`src/rtl/face_distance_unit_if.sv`:
```
// Handshake bundle between the search controller and the face distance unit:
// query (A) stream, database (B) stream and result return path.
interface face_distance_unit_if #(
  parameter int DATA_W   = 8,
  parameter int RESULT_W = 32
);
  logic                a_valid;
  logic                a_ready;
  logic [DATA_W-1:0]   a_data;
  logic                b_valid;
  logic                b_ready;
  logic [DATA_W-1:0]   b_data;
  logic                result_valid;
  logic                result_ready;
  logic [RESULT_W-1:0] result_data;
  logic                query_loaded;

  modport master (
    output a_valid, a_data, b_valid, b_data, result_ready,
    input  a_ready, b_ready, result_valid, result_data, query_loaded
  );

  modport slave (
    input  a_valid, a_data, b_valid, b_data, result_ready,
    output a_ready, b_ready, result_valid, result_data, query_loaded
  );
endinterface

```
`src/rtl/face_distance_unit.sv`:
```
// Holds one query embedding and returns the squared Euclidean distance
// between it and each streamed database embedding.
module face_distance_unit #(
  parameter int DATA_W   = 8,
  parameter int VEC_LEN  = 128,
  parameter int RESULT_W = 32
) (
  input logic                bus_clk,
  input logic                rst,
  face_distance_unit_if.slave bus
);
  localparam int IDX_W = $clog2(VEC_LEN);
  localparam int SQ_W  = 2 * (DATA_W + 1);
  localparam logic [IDX_W-1:0] LAST_IDX = IDX_W'(VEC_LEN - 1);

  typedef enum logic [2:0] {EMPTY, LOAD_A, READY, RUN, DONE} state_t;

  state_t                  state;
  logic [IDX_W-1:0]        idx;
  logic [RESULT_W-1:0]     acc;
  logic [RESULT_W-1:0]     result_data_r;
  logic [RESULT_W-1:0]     term;
  logic                    a_ready_r;
  logic                    result_valid_r;
  logic                    query_loaded_r;
  logic                    b_ready_c;
  logic                    a_fire;
  logic                    b_fire;
  logic [DATA_W-1:0]       qbuf [VEC_LEN];
  logic signed [DATA_W:0]  diff;
  logic signed [SQ_W-1:0]  sq;

  // A wins over B at the vector boundary, so B is only offered when A is idle.
  assign b_ready_c = (state == RUN) || ((state == READY) && !bus.a_valid);
  assign a_fire    = bus.a_valid && a_ready_r;
  assign b_fire    = bus.b_valid && b_ready_c;

  assign bus.a_ready      = a_ready_r;
  assign bus.b_ready      = b_ready_c;
  assign bus.result_valid = result_valid_r;
  assign bus.result_data  = result_data_r;
  assign bus.query_loaded = query_loaded_r;

  always_comb begin
    diff = $signed({qbuf[idx][DATA_W-1], qbuf[idx]}) -
           $signed({bus.b_data[DATA_W-1], bus.b_data});
    sq   = diff * diff;
    term = RESULT_W'($unsigned(sq));
  end

  // idx is 0 in EMPTY and READY, so every accepted A beat lands at buf[idx].
  always_ff @(posedge bus_clk) begin
    if (a_fire) begin
      qbuf[idx] <= bus.a_data;
    end
  end

  always_ff @(posedge bus_clk or posedge rst) begin
    if (rst) begin
      state          <= EMPTY;
      idx            <= '0;
      acc            <= '0;
      a_ready_r      <= 1'b0;
      result_valid_r <= 1'b0;
      result_data_r  <= '0;
      query_loaded_r <= 1'b0;
    end else begin
      case (state)
        EMPTY: begin
          a_ready_r <= 1'b1;
          if (a_fire) begin
            idx   <= IDX_W'(1);
            state <= LOAD_A;
          end
        end
        LOAD_A: begin
          if (a_fire) begin
            if (idx == LAST_IDX) begin
              idx            <= '0;
              query_loaded_r <= 1'b1;
              state          <= READY;
            end else begin
              idx <= idx + IDX_W'(1);
            end
          end
        end
        READY: begin
          if (a_fire) begin
            query_loaded_r <= 1'b0;
            idx            <= IDX_W'(1);
            state          <= LOAD_A;
          end else if (b_fire) begin
            acc       <= term;
            idx       <= IDX_W'(1);
            a_ready_r <= 1'b0;
            state     <= RUN;
          end
        end
        RUN: begin
          if (b_fire) begin
            if (idx == LAST_IDX) begin
              result_data_r  <= acc + term;
              result_valid_r <= 1'b1;
              idx            <= '0;
              state          <= DONE;
            end else begin
              acc <= acc + term;
              idx <= idx + IDX_W'(1);
            end
          end
        end
        DONE: begin
          if (bus.result_ready) begin
            result_valid_r <= 1'b0;
            acc            <= '0;
            a_ready_r      <= 1'b1;
            state          <= READY;
          end
        end
        default: state <= EMPTY;
      endcase
    end
  end
endmodule
```
`src/flat_wrapper.sv`:
```
// flat-port wrapper written by rule: the top's interface ports become plain ports
module face_distance_unit_flat 
#(
  parameter int DATA_W   = 8,
  parameter int VEC_LEN  = 128,
  parameter int RESULT_W = 32
)
  (bus_clk, rst, bus_a_valid, bus_a_data, bus_b_valid, bus_b_data, bus_result_ready, bus_a_ready, bus_b_ready, bus_result_valid, bus_result_data, bus_query_loaded);
  face_distance_unit_if #(.DATA_W(DATA_W), .RESULT_W(RESULT_W)) bus_i ();
  input logic bus_clk;
  input logic rst;
  input wire logic [$bits(bus_i.a_valid)-1:0] bus_a_valid;
  input wire logic [$bits(bus_i.a_data)-1:0] bus_a_data;
  input wire logic [$bits(bus_i.b_valid)-1:0] bus_b_valid;
  input wire logic [$bits(bus_i.b_data)-1:0] bus_b_data;
  input wire logic [$bits(bus_i.result_ready)-1:0] bus_result_ready;
  output wire logic [$bits(bus_i.a_ready)-1:0] bus_a_ready;
  output wire logic [$bits(bus_i.b_ready)-1:0] bus_b_ready;
  output wire logic [$bits(bus_i.result_valid)-1:0] bus_result_valid;
  output wire logic [$bits(bus_i.result_data)-1:0] bus_result_data;
  output wire logic [$bits(bus_i.query_loaded)-1:0] bus_query_loaded;
  assign bus_i.a_valid = bus_a_valid;
  assign bus_i.a_data = bus_a_data;
  assign bus_i.b_valid = bus_b_valid;
  assign bus_i.b_data = bus_b_data;
  assign bus_i.result_ready = bus_result_ready;
  assign bus_a_ready = bus_i.a_ready;
  assign bus_b_ready = bus_i.b_ready;
  assign bus_result_valid = bus_i.result_valid;
  assign bus_result_data = bus_i.result_data;
  assign bus_query_loaded = bus_i.query_loaded;
  face_distance_unit #(.DATA_W(DATA_W), .VEC_LEN(VEC_LEN), .RESULT_W(RESULT_W)) u_core (.bus_clk(bus_clk), .rst(rst), .bus(bus_i));
endmodule
```
`config.mk`:
```
export PLATFORM = sky130hd
export DESIGN_NAME = face_distance_unit_flat
export DESIGN_NICKNAME = d
export VERILOG_FILES = /design/src/rtl/face_distance_unit_if.sv /design/src/rtl/face_distance_unit.sv /design/src/flat_wrapper.sv
export SDC_FILE = /design/constraint.sdc
export NUM_CORES = 1
export LEC_CHECK = 0
export BUFFER_PORTS_ARGS = -buffer_cell sky130_fd_sc_hd__buf_2
export CORE_ASPECT_RATIO = 0.5
export CORE_MARGIN = 4
export CORE_UTILIZATION = 50
export DETAILED_ROUTE_END_ITERATION = 8
export PLACE_DENSITY = 0.68
export RECOVER_POWER = 25
export SLEW_MARGIN = 20
export SYNTH_ARGS = -nofsm -noshare
export SYNTH_HDL_FRONTEND = slang
export SYNTH_SLANG_ARGS = --single-unit
```
`constraint.sdc`:
```
create_clock -name bus_clk -period 9.1 [get_ports bus_clk]
set_input_delay 2.73 -clock bus_clk [delete_from_list [all_inputs] [get_ports bus_clk]]
set_output_delay 2.73 -clock bus_clk [all_outputs]
set_load 0.03 [all_outputs]
```
# Yosys cells after proc, flatten, opt, wreduce, memory -nomap -nowiden
# Memory sizes are Yosys's and may differ from the RTL's.
# Cells that the tools add are included.
[word_totals]
out_inout_bits = 36
word_cells = 81
regBits = 77
mem_count = 1
ramBits = 1024
[op_classes]
n_eq_ne = 16
n_mux = 35
n_addsub = 3
n_mul = 1
n_reduce_logical = 18
[mem_list]
columns = ["name", "words", "word_bits", "rd", "rd_ports_with_merged_regs", "write_ports", "line", "source"]
rows = [
  ["u_core.qbuf", 128, 8, 1, 0, 1, "face_distance_unit.sv:29", "logic [DATA_W-1:0] qbuf [VEC_LEN];"],
]
[op_table]
columns = ["cell", "count"]
rows = [
  ["$mux W32", 5],
  ["$pmux W32 S3", 1],
  ["$mux W7", 6],
  ["$add A32 B18 Y32", 1],
  ["$pmux W7 S4", 1],
  ["$mux W3", 8],
  ["$mul A9 B9 Y18", 1],
  ["$pmux W3 S5", 1],
  ["$ne A2 B1 Y1 const B", 6],
  ["$reduce_and A4 Y1", 3],
  ["$mux W1", 10],
  ["$sub A8 B8 Y9", 1],
  ["$ne A2 B2 Y1 const B", 4],
  ["$add A7 B1 Y7 const B", 1],
  ["$eq A7 B7 Y1 const B", 1],
  ["$reduce_and A7 Y1", 1],
  ["$eq A3 B2 Y1 const B", 2],
  ["$reduce_and A6 Y1", 1],
  ["$reduce_bool A3 Y1", 2],
  ["$reduce_and A5 Y1", 1],
  ["$pmux W1 S2", 2],
  ["$reduce_bool A2 Y1", 2],
  ["$reduce_bool A4 Y1", 1],
  ["$eq A3 B1 Y1 const B", 1],
  ["8 further kinds", 10],
]

# Logic depth before layout (Yosys ltp)
[logic_depth]
word_depth = 7
ltp_mapped = 48

# Worst setup path after synthesis
# No wires, ideal clock.
[synth_path]
path_kind = "input -> register"
from = "input bus_b_data[0]"
to = "register u_core.acc[29]"
setup_ps = 69
required_time_ps = 9031
arrival_time_ps = 10144
path_buffers = 1
cell_stages = 35
setup_slack_ps = -1113
path_cell_list = "ha_1 -> inv_1 -> fa_1 -> nand3_1 -> nand2_1 -> nand2_1 -> nand2_1 -> a21o_1 -> a211oi_1 -> mux2_2 -> clkbuf_1 -> nand2_1 -> fa_1 -> fa_1 -> inv_1 -> fa_1 -> fa_1 -> inv_1 -> fa_1 -> inv_1 -> ha_1 -> o21ai_0 -> o21a_1 -> o31ai_1 -> nor4_1 -> nor3_1 -> xor2_1 -> ha_1 -> and2_1 -> nand3_1 -> a21oi_1 -> o21ai_1 -> and2_1 -> or4_1 -> nand3_1"
[synth_via]
elab_chain_len = 6
[synth_lines]
columns = ["element", "line", "source"]
rows = [
  ["start: declaration", "flat_wrapper.sv:15", "input wire logic [$bits(bus_i.b_data)-1:0] bus_b_data;"],
  ["$sub A8 B8 Y9", "face_distance_unit.sv:45", "diff = $signed({qbuf[idx][DATA_W-1], qbuf[idx]}) -"],
  ["$mul A9 B9 Y18", "face_distance_unit.sv:47", "sq = diff * diff;"],
  ["$add A32 B18 Y32", "face_distance_unit.sv:107", "acc <= acc + term;"],
  ["$mux W32", "face_distance_unit.sv:101", "if (idx == LAST_IDX) begin"],
  ["$mux W32", "face_distance_unit.sv:100", "if (b_fire) begin"],
  ["$pmux W32 S3", "face_distance_unit.sv:68", "case (state)"],
  ["end signal: assignment", "face_distance_unit.sv:93", "acc <= term;"],
  ["end signal: assignment", "face_distance_unit.sv:107", ""],
  ["end: declaration", "face_distance_unit.sv:20", "logic [RESULT_W-1:0] acc;"],
]
# Every way passes these cells. The select of a mux whose other input is x is not followed.
# A chain may end at the register's enable or synchronous reset.

# Worst setup path after layout
[layout_path]
from = "register u_core.idx[1]"
to = "register u_core.acc[31]"
[layout_via]
elab_chain_len = 7
word_cells_on_any_way = 10
[layout_lines]
columns = ["element", "line", "source"]
rows = [
  ["start: declaration", "face_distance_unit.sv:19", "logic [IDX_W-1:0] idx;"],
  ["start signal: assignment", "face_distance_unit.sv:83", "idx <= idx + IDX_W'(1);"],
  ["start signal: assignment", "face_distance_unit.sv:108", "idx <= idx + IDX_W'(1);"],
  ["$mem_v2 Z128 W8", "-", ""],
  ["$sub A8 B8 Y9", "face_distance_unit.sv:45", ""],
  ["$mul A9 B9 Y18", "face_distance_unit.sv:47", ""],
  ["$add A32 B18 Y32", "face_distance_unit.sv:107", ""],
  ["$mux W32", "face_distance_unit.sv:101", ""],
  ["$mux W32", "face_distance_unit.sv:100", ""],
  ["$pmux W32 S3", "face_distance_unit.sv:68", ""],
]
# Several ways; a longest one is shown, not always the timed one. The select of a mux whose other input is x is not followed.

==> results.toml <==
[grt]
track_usage_pct = 26.7
grt_start_max_net_pins = 94
grt-ovfl-total = 0
grt_pass1_vias = 29000
grt_pass1_wl_mm = 189
grt_antenna_before_repair = 1

[min_path]
holdCritPathClass = "flip-flop to flip-flop"

[cells_and_area]
nNetsFinal = 3520
area.growth.synth_to_final_pct = 22.7
diodes = 0
layoutNonFillerInstCount = 4634
drive_gt1_share_pct = 27.2
num-fill-cells = 6182

[placement]
post-dp-hpwl_mm = 79.9
routabilityCongestion = 0.882
numPortBuffers = 56
placed_cells = 4383

[setup_path]
worstPathMaxFanout = 11
worst-path-buf-inv = 13
path_delay_family = "adder cells"
max_stage_delay_ns = 0.59
start_kind = "flip-flop"
worstPathArrival_ns = 10.42
cpMostUsedCell = "buf_4"
critPathKind = "flip-flop to flip-flop"
end_kind = "flip-flop"
cp_slowest_cell = "fa_1"
cp.required_ns = 9.72

[floorplanning]
rows = 77
ios = 57
core_sq_um = 88900
die_h_microns = 220
initial_core_util_pct = 50.8
die_x_microns = 433
die-area_sq_um = 95400

[cts]
insertion_delay_ns = 0.71
path_clk_slew_ns = 0.07
h-tree-depth = 3
cts_root_buffer = "clkbuf_16"
hold_buffers = 0
numCtsBuffers = 95
cts_tree = "yes"
cts.path.max_buffers = 3
cts.sinks = 1101

[sta]
rsz0062_at_grt = "yes"
max_slew_margin_pct = -201
fin_skew_ns = 0.0269
max_freq_mhz = 102
fin_crit_ns = 9.80
tightestPinTransition_ns = 4.51
slew_viol_final = 720
period_share_pct = 108
setup_slack_ns = -0.699
setup_viol_count_final = 42
hold_viol_final = 0
totalNegativeSetupSlack_ns = -21.16

[synthesis]
synth_top_area_share_pct = 68.1
synth_area_per_cell_sq_um = 15.4
synth_area_leaders = "edfxtp_1, a22oi_1, dfrtp_1"
syn_area_sq_um = 45100
ys_async_sr_fraction_pct = 6.99
syn_nets = 3080
ys_warn_count = 0
synth_common_cells = "edfxtp_1, a22oi_1, nor2_1, nand2_1, inv_1"
ys_seq_elements = 1101
postSynthCellCount = 2929
synth_cell_type_count = 72
ys_seq_area_share_pct = 72.4
synth.most_common_cell = "edfxtp_1"
synthFlopType = "edfxtp_1"
synth_edf_count = 1024
yosysTopAreaCell = "edfxtp_1"

[drt]
vias = 29400
wl_per_cell_microns = 27.7
ant_nets = 0
avgViaCountPerCell = 6.34
drt-pass1-iter-count = 5
drcViolationCount = 0
drt_iter0_drc = 3822
wl_mm = 128

[run_status]
run_status = "finished with violations"
violations = "capacitance limit, slew limit, setup timing"

[run]
cap_violations = 12
-- worst paths after layout --
path                                            startpoint                         end  slack [ns]  depth (start not counted)
worst max-delay path                         u_core.idx[1]              u_core.acc[31]       -0.70                         49
worst min-delay path            u_core.bus.result_data[17]  u_core.bus.result_data[17]        0.47                          2
worst max register to register               u_core.idx[1]              u_core.acc[31]       -0.70                         49
worst min register to register  u_core.bus.result_data[17]  u_core.bus.result_data[17]        0.47                          2
max in group asynchronous                              rst               u_core.idx[0]        2.40                          3
min in group asynchronous                              rst          u_core.bus.a_ready        3.82                          3
-- final cells by class --
| type | count | area [sq um] | share of cell area, % |
|---|---|---|---|
| repair buffers | 520 | 4420 | 7.99 |
| multi-input cells | 1543 | 13100 | 23.7 |
| well taps | 1185 | 1480 | 2.68 |
| flip-flops and latches | 1101 | 32700 | 59.0 |
| clock buffers | 114 | 2520 | 4.55 |
| inverters | 108 | 412 | 0.743 |
| clock inverters | 63 | 744 | 1.34 |
-- cell usage in the layout (no fill, tap or decap), drive strengths merged, types with 18 or more instances in the layout --
cell type and instances:
o21ai 64, edfxtp 1024, ha 70, nor2 202, clkinv 41, nand4 64
nor3 18, a22oi 334, buf 501, dfrtp 77, inv 112, nand3 31
a21oi 46, a31oi 70, a221oi 100, xnor2 41, fa 60, a22o 94
nand2 142, clkbuf 130
-- worst reg2reg max path: cells and delay by family, from the launching register on --
kind / cells / cell delay [ns]
buffers and inverters: 13 / 1.92
flip-flops: 1 / 0.49
AO/OA/AOI/OAI: 10 / 1.50
adder cells (fa/ha/maj): 8 / 3.14
XOR/XNOR: 1 / 0.11
AND/OR/NAND/NOR: 16 / 2.30
multiplexers: 1 / 0.28
-- stage by stage --
stage	worst slack [ns]	hold slack (ns)	instance area [sq um]	util, %
floorplan	-0.387	0.445	45400	-
global placement	-1.04	0.453	49600	55.8
detailed placement	-1.24	0.459	49600	55.8
CTS	-0.524	0.478	54600	61.4
global route	-1.08	0.498	55400	62.3
finish	-0.699	0.469	55400	62.3
-- per-layer routing --
layer  share of wire [%]  track usage (%)  wire length (microns)
met5                   0                0                      0
met4                 3.3             8.99                   4290
met3                  12             7.04                  15500
met2                  46             41.1                  58700
met1                  39             37.3                  49800
-- what timing repair did --
| item | 4_1_cts | 5_1_grt |
|---|---|---|
| gates cloned | 6 | 0 |
| pin swaps | 74 | 71 |
| setup buffers | 54 | 20 |
| endpoints found under the setup margin | 49 | 46 |
| gates resized for setup | 232 | 130 |
-- cell families (layout without fill, tap and decap cells) --
group / count (synthesis) / count (layout) / share of synthesized area (%)
AO/OA/AOI/OAI: 800 / 800 / 13.2
buffers and inverters: 286 / 805 / 2.71
multiplexers: 10 / 10 / 0.316
flip-flops: 1101 / 1101 / 72.4
AND/OR/NAND/NOR: 547 / 548 / 5.69
adder cells (fa/ha/maj): 130 / 130 / 4.60
XOR/XNOR: 55 / 55 / 1.07
-- registers in the layout, summed over array words and instances (netlist names) --
name,flops
u_core.qbuf,1024
u_core.acc,32
u_core.bus.result_data,32
u_core.idx,7
u_core.state,3
u_core.bus.a_ready,1
u_core.bus.query_loaded,1
u_core.bus.result_valid,1
Power is left out: the tool's default activity adds up to more than one toggle a clock period on the data nets, which glitch-free logic cannot reach.
